**config.mk**
```make
export PLATFORM = sky130hd
export DESIGN_NAME = machine_ctrl
export DESIGN_NICKNAME = d
export VERILOG_FILES = /design/src/rtl/machine_ctrl.sv
export SDC_FILE = /design/constraint.sdc
export NUM_CORES = 1
export LEC_CHECK = 0
export ABC_CLOCK_PERIOD_IN_PS = 1450
export BUFFER_PORTS_ARGS = -buffer_cell sky130_fd_sc_hd__buf_2
export CAP_MARGIN = 10
export CORE_MARGIN = 3
export CORE_UTILIZATION = 35
export CTS_BUF_LIST = sky130_fd_sc_hd__clkbuf_4 sky130_fd_sc_hd__clkbuf_8 sky130_fd_sc_hd__clkbuf_16
export DETAILED_ROUTE_END_ITERATION = 10
export PLACE_DENSITY = 0.61
export SYNTH_ARGS = -nofsm -noshare
export SYNTH_HDL_FRONTEND = slang
export SYNTH_SLANG_ARGS = --single-unit
```
**constraint.sdc**
```tcl
create_clock -name clk -period 1.45 [get_ports clk]
set_input_delay 0.29 -clock clk [delete_from_list [all_inputs] [get_ports clk]]
set_output_delay 0.29 -clock clk [all_outputs]
set_load 0.01 [all_outputs]
```
**src/rtl/machine_ctrl.sv**
```systemverilog
// rtl/machine_ctrl.sv - instruction-sequencing FSM for the 8-bit accumulator CPU
module machine_ctrl #(
  parameter int WAIT_MAX = 8,
  parameter int CNT_W    = 4
) (
  input  logic       clk,
  input  logic       rst,
  input  logic       ena,
  input  logic [2:0] opcode,
  input  logic       zero,
  input  logic       mem_rdy,
  output logic       rd,
  output logic       wr,
  output logic       load_ir,
  output logic       ir_sel,
  output logic       inc_pc,
  output logic       load_pc,
  output logic       load_acc,
  output logic       datactl_ena,
  output logic       halt,
  output logic       bus_err
);

  localparam logic [2:0] OP_HLT = 3'b000;
  localparam logic [2:0] OP_SKZ = 3'b001;
  localparam logic [2:0] OP_ADD = 3'b010;
  localparam logic [2:0] OP_AND = 3'b011;
  localparam logic [2:0] OP_XOR = 3'b100;
  localparam logic [2:0] OP_LDA = 3'b101;
  localparam logic [2:0] OP_STO = 3'b110;
  localparam logic [2:0] OP_JMP = 3'b111;

  localparam logic [CNT_W-1:0] WAIT_LIM = CNT_W'(WAIT_MAX);
  localparam logic [CNT_W-1:0] CNT_ONE  = {{(CNT_W-1){1'b0}}, 1'b1};

  typedef enum logic [2:0] {
    IDLE, F_HI, F_LO, DECODE, EXEC, SKIP, HALTED, ERR
  } state_t;

  state_t           state, state_nx, done_st;
  logic [2:0]       opc_q;
  logic [CNT_W-1:0] wait_cnt, wait_cnt_nx;
  logic             stall;
  logic             timeout;

  // State, latched opcode and stall counter registers
  always_ff @(posedge clk) begin
    if (rst) begin
      state    <= IDLE;
      opc_q    <= OP_HLT;
      wait_cnt <= '0;
    end else begin
      state    <= state_nx;
      wait_cnt <= wait_cnt_nx;
      if (state == DECODE) begin
        opc_q <= opcode;
      end
    end
  end

  // Next-state logic and one-cycle control strobes
  always_comb begin
    rd          = 1'b0;
    wr          = 1'b0;
    load_ir     = 1'b0;
    ir_sel      = 1'b0;
    inc_pc      = 1'b0;
    load_pc     = 1'b0;
    load_acc    = 1'b0;
    datactl_ena = 1'b0;
    halt        = 1'b0;
    bus_err     = 1'b0;
    stall       = 1'b0;
    state_nx    = state;
    // Instruction boundary: ena is only consulted here
    done_st     = ena ? F_HI : IDLE;

    case (state)
      IDLE: begin
        if (ena) state_nx = F_HI;
      end
      F_HI, F_LO: begin
        rd = 1'b1;
        if (mem_rdy) begin
          load_ir  = 1'b1;
          ir_sel   = (state == F_LO);
          inc_pc   = 1'b1;
          state_nx = (state == F_HI) ? F_LO : DECODE;
        end else begin
          stall = 1'b1;
        end
      end
      DECODE: begin
        state_nx = (opcode == OP_HLT) ? HALTED : EXEC;
      end
      EXEC: begin
        case (opc_q)
          OP_ADD, OP_AND, OP_XOR, OP_LDA: begin
            rd = 1'b1;
            if (mem_rdy) begin
              load_acc = 1'b1;
              state_nx = done_st;
            end else begin
              stall = 1'b1;
            end
          end
          OP_STO: begin
            wr          = 1'b1;
            datactl_ena = 1'b1;
            if (mem_rdy) state_nx = done_st;
            else         stall    = 1'b1;
          end
          OP_JMP: begin
            load_pc  = 1'b1;
            state_nx = done_st;
          end
          OP_SKZ: begin
            if (zero) begin
              inc_pc   = 1'b1;
              state_nx = SKIP;
            end else begin
              state_nx = done_st;
            end
          end
          default: state_nx = HALTED;  // HLT never reaches EXEC
        endcase
      end
      SKIP: begin
        inc_pc   = 1'b1;
        state_nx = done_st;
      end
      HALTED: begin
        halt = 1'b1;
      end
      ERR: begin
        halt    = 1'b1;
        bus_err = 1'b1;
      end
      default: state_nx = IDLE;
    endcase

    // Watchdog: WAIT_MAX stalls are tolerated, one more is a bus error
    timeout = stall && (WAIT_MAX > 0) && (wait_cnt == WAIT_LIM);
    if (timeout) state_nx = ERR;

    // Counter only runs while a memory access is stalled in place
    if (stall && !timeout) begin
      wait_cnt_nx = (wait_cnt == '1) ? wait_cnt : wait_cnt + CNT_ONE;
    end else begin
      wait_cnt_nx = '0;
    end
  end

endmodule

```
Word-level counts from Yosys, hierarchy flattened

Index checks and enable logic that the tools add are counted.

Add/sub/neg operators: 1
Equality and inequality tests: 19
Multiplexer cells: 30
Bitwise logic cells: 1
Reduce and logical (&&, ||, !) cells: 12

Operators with widths:

| operator              | count |
|---|---|
| $eq A3 B3 Y1 const B  | 8 |
| $mux W1               | 19 |
| $mux W3               | 5 |
| $pmux W3 S5           | 1 |
| $eq A3 B2 Y1 const B  | 4 |
| $pmux W3 S3           | 1 |
| $eq A4 B4 Y1 const B  | 2 |
| $eq A3 B1 Y1 const B  | 2 |
| $logic_not A3 Y1      | 2 |
| $ne A3 B3 Y1 const B  | 2 |
| $reduce_bool A6 Y1    | 1 |
| $reduce_or A2 Y1      | 3 |
| $reduce_or A5 Y1      | 1 |
| $add A4 B1 Y4 const B | 1 |
| $ne A4 B4 Y1 const B  | 1 |
| $pmux W1 S2           | 2 |
| $reduce_and A4 Y1     | 1 |
| $reduce_or A4 Y1      | 1 |
| $pmux W1 S3           | 1 |
| $logic_and A1 B1 Y1   | 2 |
| $mux W2               | 1 |
| $logic_not A1 Y1      | 1 |
| $not A1 Y1            | 1 |

Flip-flop bits (word level): 10
Output and inout bits: 10

Longest topological paths before layout

Depth after elaboration: 9
Gate-level depth with buffers: 6

Least setup slack after synthesis

No wires, ideal clock.

Path kind: flip-flop to output port
Start point: reg state[0]
End point: out inc_pc
Arrival time: 1.234 ns
Data required time: 1.160 ns
Slack: -0.074 ns
Cell stages (with the launch flop): 5
Buffers on the path: 1
Path through: dfxtp_1 > buf_2 > xor2_1 > nor3b_1 > o21bai_1

Longest elaborated chain between the ends: 3
Elaborated cells between the ends (all ways): 6
Those cells by class: eq/ne: 4; mux: 1; reduce/logical: 1

Ends and longest elaborated chain:

| element                                      | RTL line | source |
|---|---|---|
| start: declaration                           | 40       | `state_t state, state_nx, done_st;` |
| start signal: assignment                     | 53       | `state <= state_nx;` |
| $eq A3 B2 Y1 or $eq A3 B1 Y1 (tied branches) | 78       | `case (state)` |
| $reduce_or A2 Y1                             | 78       |  |
| $pmux W1 S3 *                                | 78       |  |
| end: declaration                             | 16       | `output logic inc_pc,` |

Every way passes the cells marked *; elsewhere a longest branch is shown, timed or not.

Final worst setup path

Start point: reg state[1]
End point: out load_acc

Longest elaborated chain between the ends: 2

Ends and longest elaborated chain:

| element          | RTL line | source |
|---|---|---|
| $eq A3 B3 Y1     | 78       |  |
| $mux W1          | 78       |  |
| end: declaration | 18       | `output logic load_acc,` |

No other way between the ends.

==> results_tabular.tex <==
\begin{tabular}{lr}
\hline
Metric & Value \\
\hline
\multicolumn{2}{l}{\textbf{Final layout}} \\
\quad Nets@finish & 150 \\
\quad Area growth syn-to-layout & 68.0\% \\
\quad Layout cell share with drive strength beyond 1 & 54.7\% \\
\quad Multi-input gate area & 633 um2 \\
\quad Sequential Area & approximately 210 um2 \\
\quad Count of antenna diodes in the layout & 0 \\
\quad Filler Cells Inserted & between 150 and 200 \\
\multicolumn{2}{l}{\textbf{Floorplan}} \\
\quad Width of the die & 52.4 um \\
\quad Starting density of the core & 37.7\% \\
\quad Area of the die & about 0.0027 mm2 \\
\quad Number of top-level pins & 18 \\
\quad Cell row count & 16 \\
\quad Y dimension of the die & between 50 and 60 um \\
\quad Core Box Area & 0.00200 mm2 \\
\multicolumn{2}{l}{\textbf{Placement}} \\
\quad HPWL after DPL & 1500 um \\
\quad Placer Congestion & approximately 0.75 \\
\quad PortBufs & 17 \\
\multicolumn{2}{l}{\textbf{Synthesis}} \\
\quad Simple-gate area share of the yosys netlist & approximately 32\% \\
\quad Synth async-reset ratio & 0\% \\
\quad Yosys top cell area share & a little over a quarter \\
\quad Count of yosys warnings during synthesis & 0 \\
\quad Nets in the synthesized netlist & 105 \\
\quad Biggest area consumer among synthesized cells & sky130\_fd\_sc\_hd\_\_dfxtp\_1 \\
\quad XOR/XNOR share of the synthesized area & approximately 3.5\% \\
\quad Average cell area after synthesis & about 7.9 um2 \\
\quad Post-synthesis cell area & 754 um2 \\
\quad Register bit count reported by yosys & 10 \\
\quad Leading post-synthesis cells by cell area & sky130\_fd\_sc\_hd\_\_dfxtp\_1 (27\%), sky130\_fd\_sc\_hd\_\_nor2\_1 (8.0\%), sky130\_fd\_sc\_hd\_\_mux2i\_1 (5.3\%) \\
\quad Post-synthesis compound-gate area fraction & between 20\% and 30\% \\
\quad Most used flip-flop cell after synthesis & sky130\_fd\_sc\_hd\_\_dfxtp\_1 \\
\quad Dominant combinational cell family by area after synthesis & simple AND/OR/NAND/NOR gates \\
\quad Adder-cell area share of the yosys netlist & 3.32\% \\
\quad Sequential element share of the synthesized area & 26.5\% \\
\quad Post-Synthesis Cells & 95 \\
\quad Share of cell area taken by muxes after synthesis & under 10\% \\
\quad Cell variety after synth & 37 \\
\quad EDFF count, synth & 0 \\
\multicolumn{2}{l}{\textbf{Power and ir drop}} \\
\quad Pwr dens & around 1800 mW/mm2 \\
\quad Overall Power & between 2000 and 2500 uW \\
\quad LEAKAGE & approximately 0.00057 uW \\
\quad Max IR drop VDD & between 0.0009 and 0.001 V \\
\multicolumn{2}{l}{\textbf{CTS}} \\
\quad Clk sinks & 10 \\
\quad Clock-pin transition on the worst setup and hold timing paths & about 0.070 ns \\
\quad Root Driver & sky130\_fd\_sc\_hd\_\_clkbuf\_4 \\
\quad Maximum number of buffers from clock root to sink & 2 \\
\quad Clock insertion delay at the later pin of the skew report & approximately 0.27 ns \\
\quad Cts bufs inserted & 3 \\
\quad Cts-stage hold buffer count & 0 \\
\quad Level count of the clock H-tree & 1 \\
\quad CTS tree & done \\
\multicolumn{2}{l}{\textbf{Detailed routing}} \\
\quad Per-cell routed wire length & between 10 and 15 um \\
\quad Via density per instance & $\sim$5.3 \\
\quad Post-route antenna net violation count & 0 \\
\quad Count of unresolved DRC violations after routing & 0 \\
\quad DRC violation total after the first TritonRoute iteration & 8 \\
\quad First drt pass iteration count & 6 \\
\quad Routed wire length & between 2000 and 2500 um \\
\quad Routed via count & 879 \\
\multicolumn{2}{l}{\textbf{STA}} \\
\quad Final total negative setup slack & -1.44 ns \\
\quad Final Critical Period & 1.62 ns \\
\quad Headroom to the max-slew limit & between 70\% and 80\% \\
\quad Post-Route Skew & between 0.009 and 0.01 ns \\
\quad Unrepaired setup endpoints after global routing & yes \\
\quad Final setup violation count & 14 \\
\quad Number of failing hold endpoints at the final stage & 0 \\
\quad Final Cycle Share & 112\% \\
\quad Final Worst Setup Slack & -0.174 ns \\
\quad Transition at the pin with the smallest max-transition slack & about 0.35 ns \\
\quad Final Slew Violations & 0 \\
\quad Achievable Freq & a little over 600 MHz \\
\multicolumn{2}{l}{\textbf{Global route}} \\
\quad Overall global routing resource usage & approximately 16\% \\
\quad Number of antenna violations at the first check in global routing & 0 \\
\quad Number of global-route vias before repair & a little over 800 \\
\quad Global-route wire length before repair & roughly 3400 um \\
\quad Maximum number of pins on one net before global-route repair & 11 \\
\quad Total congestion overflow & 0 \\
\multicolumn{2}{l}{\textbf{Worst setup path}} \\
\quad CP top delay family & simple AND/OR/NAND/NOR gates \\
\quad CP bufs+invs & 2 \\
\quad Worst path slowest cell & sky130\_fd\_sc\_hd\_\_dfxtp\_4 \\
\quad Maximum fanout along the worst path & 8 \\
\quad Endpoint class of the critical path & output port \\
\quad Critical path launch point type & flop \\
\quad Kind of critical path & reg2out \\
\quad Endpoint required time on the critical path & 1.16 ns \\
\quad Max stage delay on crit path & around 0.36 ns \\
\quad Arrival time of the worst setup path & 1.33 ns \\
\quad Cells along the critical path & buf\_4 -> nand2b\_4 -> nor2\_2 -> and3\_1 -> buf\_2 \\
\multicolumn{2}{l}{\textbf{Status}} \\
\quad Run status & complete, but fails checks \\
\quad Violations in the final reports & setup timing \\
\multicolumn{2}{l}{\textbf{Flow run}} \\
\quad MaxCap Viol Count & 0 \\
\multicolumn{2}{l}{\textbf{Min path}} \\
\quad Class of the worst hold path & in2reg \\
\hline
\end{tabular}
## tightest hold or removal path, cell delays in order
cell                      delay, ns
sky130_fd_sc_hd__buf_2         0.08
sky130_fd_sc_hd__mux2i_1       0.05
sky130_fd_sc_hd__nor2_1        0.08
## area by class of cell
type | count | area share (%)
Multi-Input combinational cell | 75 | 50.0
Timing Repair Buffer | 45 | 26.2
Sequential cell | 10 | 16.9
Clock buffer | 4 | 2.86
Tap cell | 27 | 2.67
Inverter | 5 | 1.48
## worst paths after layout
path	from	end	slack [ns]	cells after the start
min reg2reg	opc_q[1]	opc_q[1]	0.55	2
min	opcode[0]	opc_q[0]	0.27	3
max	state[1]	load_acc	-0.17	5
max reg2reg	state[1]	wait_cnt[2]	-0.11	6
## state kept, by name, summed over array words and instances (netlist names)
signal and flops:
state 3, wait_cnt 4, opc_q 3
## routing by layer
layer  wire length, um  global-route usage [%]  up-vias
li1                  -                       -      432
met1               837                    18.7      418
met2              1230                    28.7       22
met3               106                    2.85        7
met4                48                    7.23        0
met5                 0                       0        -
## through the flow
stage,cell area (um2),setup WS [ns],hold WS (ns),utilization [%],instances
3_5_place_dp,985,-0.0597,0.553,49.2,151
4_1_cts,1170,-0.173,0.267,58.5,161
6_report,1270,-0.174,0.272,63.3,166
3_3_place_gp,985,-0.0295,0.537,49.2,151
5_1_grt,1270,-0.228,0.277,63.3,166
2_1_floorplan,764,0.0200,0.362,-,95
## synthesized netlist by cell type, drive strengths merged, types with 2 or more instances
cell and n:
o221ai 2, xor2 2, mux2i 4, nand2b 3, nor2 16, nor3b 3
o21a 2, ha 2, buf 4, dfxtp 10, and3 2, inv 5
nor3 7, nand2 5, o31a 3, a21oi 3, nand3 2, a31oi 4
## logic make-up (layout without fill, tap and decap cells)
logic type / after synthesis / count (layout)
buffers and inverters: 10 / 54
multiplexers: 4 / 4
adder cells (fa/ha/maj): 2 / 2
flip-flops: 10 / 10
AND/OR/NAND/NOR: 44 / 44
AO/OA/AOI/OAI: 22 / 22
XOR/XNOR: 3 / 3
## power by group
group | switching (uW) | internal, uW | leakage (uW) | total [uW]
Combinational | 697 | 887 | 0.000468 | 1580
Clock | 94.5 | 152 | 0.0000210 | 247
Sequential | 80.1 | 360 | 0.0000843 | 440
Total | 872 | 1400 | 0.000573 | 2270
## placed cells by master (no fill, tap or decap), types with 2 or more instances in the layout
| cell type | instances |
|---|---|
| sky130_fd_sc_hd__a21oi_1 | 2 |
| sky130_fd_sc_hd__ha_1 | 2 |
| sky130_fd_sc_hd__nor3_2 | 2 |
| sky130_fd_sc_hd__o21a_1 | 2 |
| sky130_fd_sc_hd__dfxtp_4 | 3 |
| sky130_fd_sc_hd__buf_4 | 23 |
| sky130_fd_sc_hd__dfxtp_1 | 5 |
| sky130_fd_sc_hd__o31a_1 | 3 |
| sky130_fd_sc_hd__nor2_1 | 12 |
| sky130_fd_sc_hd__o221ai_1 | 2 |
| sky130_fd_sc_hd__nor2_2 | 4 |
| sky130_fd_sc_hd__inv_1 | 5 |
| sky130_fd_sc_hd__nor3_4 | 4 |
| sky130_fd_sc_hd__dfxtp_2 | 2 |
| sky130_fd_sc_hd__a31oi_1 | 4 |
| sky130_fd_sc_hd__buf_6 | 3 |
| sky130_fd_sc_hd__nor3b_1 | 2 |
| sky130_fd_sc_hd__buf_2 | 17 |
| sky130_fd_sc_hd__nand3_1 | 2 |
| sky130_fd_sc_hd__mux2i_1 | 4 |
| sky130_fd_sc_hd__nand2_1 | 5 |
| sky130_fd_sc_hd__nand2b_4 | 2 |
| sky130_fd_sc_hd__and3_1 | 2 |
| sky130_fd_sc_hd__clkbuf_4 | 3 |
## timing repair
| item | in CTS | in global routing |
|---|---|---|
| pin swaps | 13 | 4 |
| gates resized for setup | 27 | 6 |
| setup buffers | 6 | 4 |
| gates cloned | 0 | 1 |
| endpoints found under the setup margin | 14 | 15 |
Note: power is estimated with default switching activity, not from simulation.
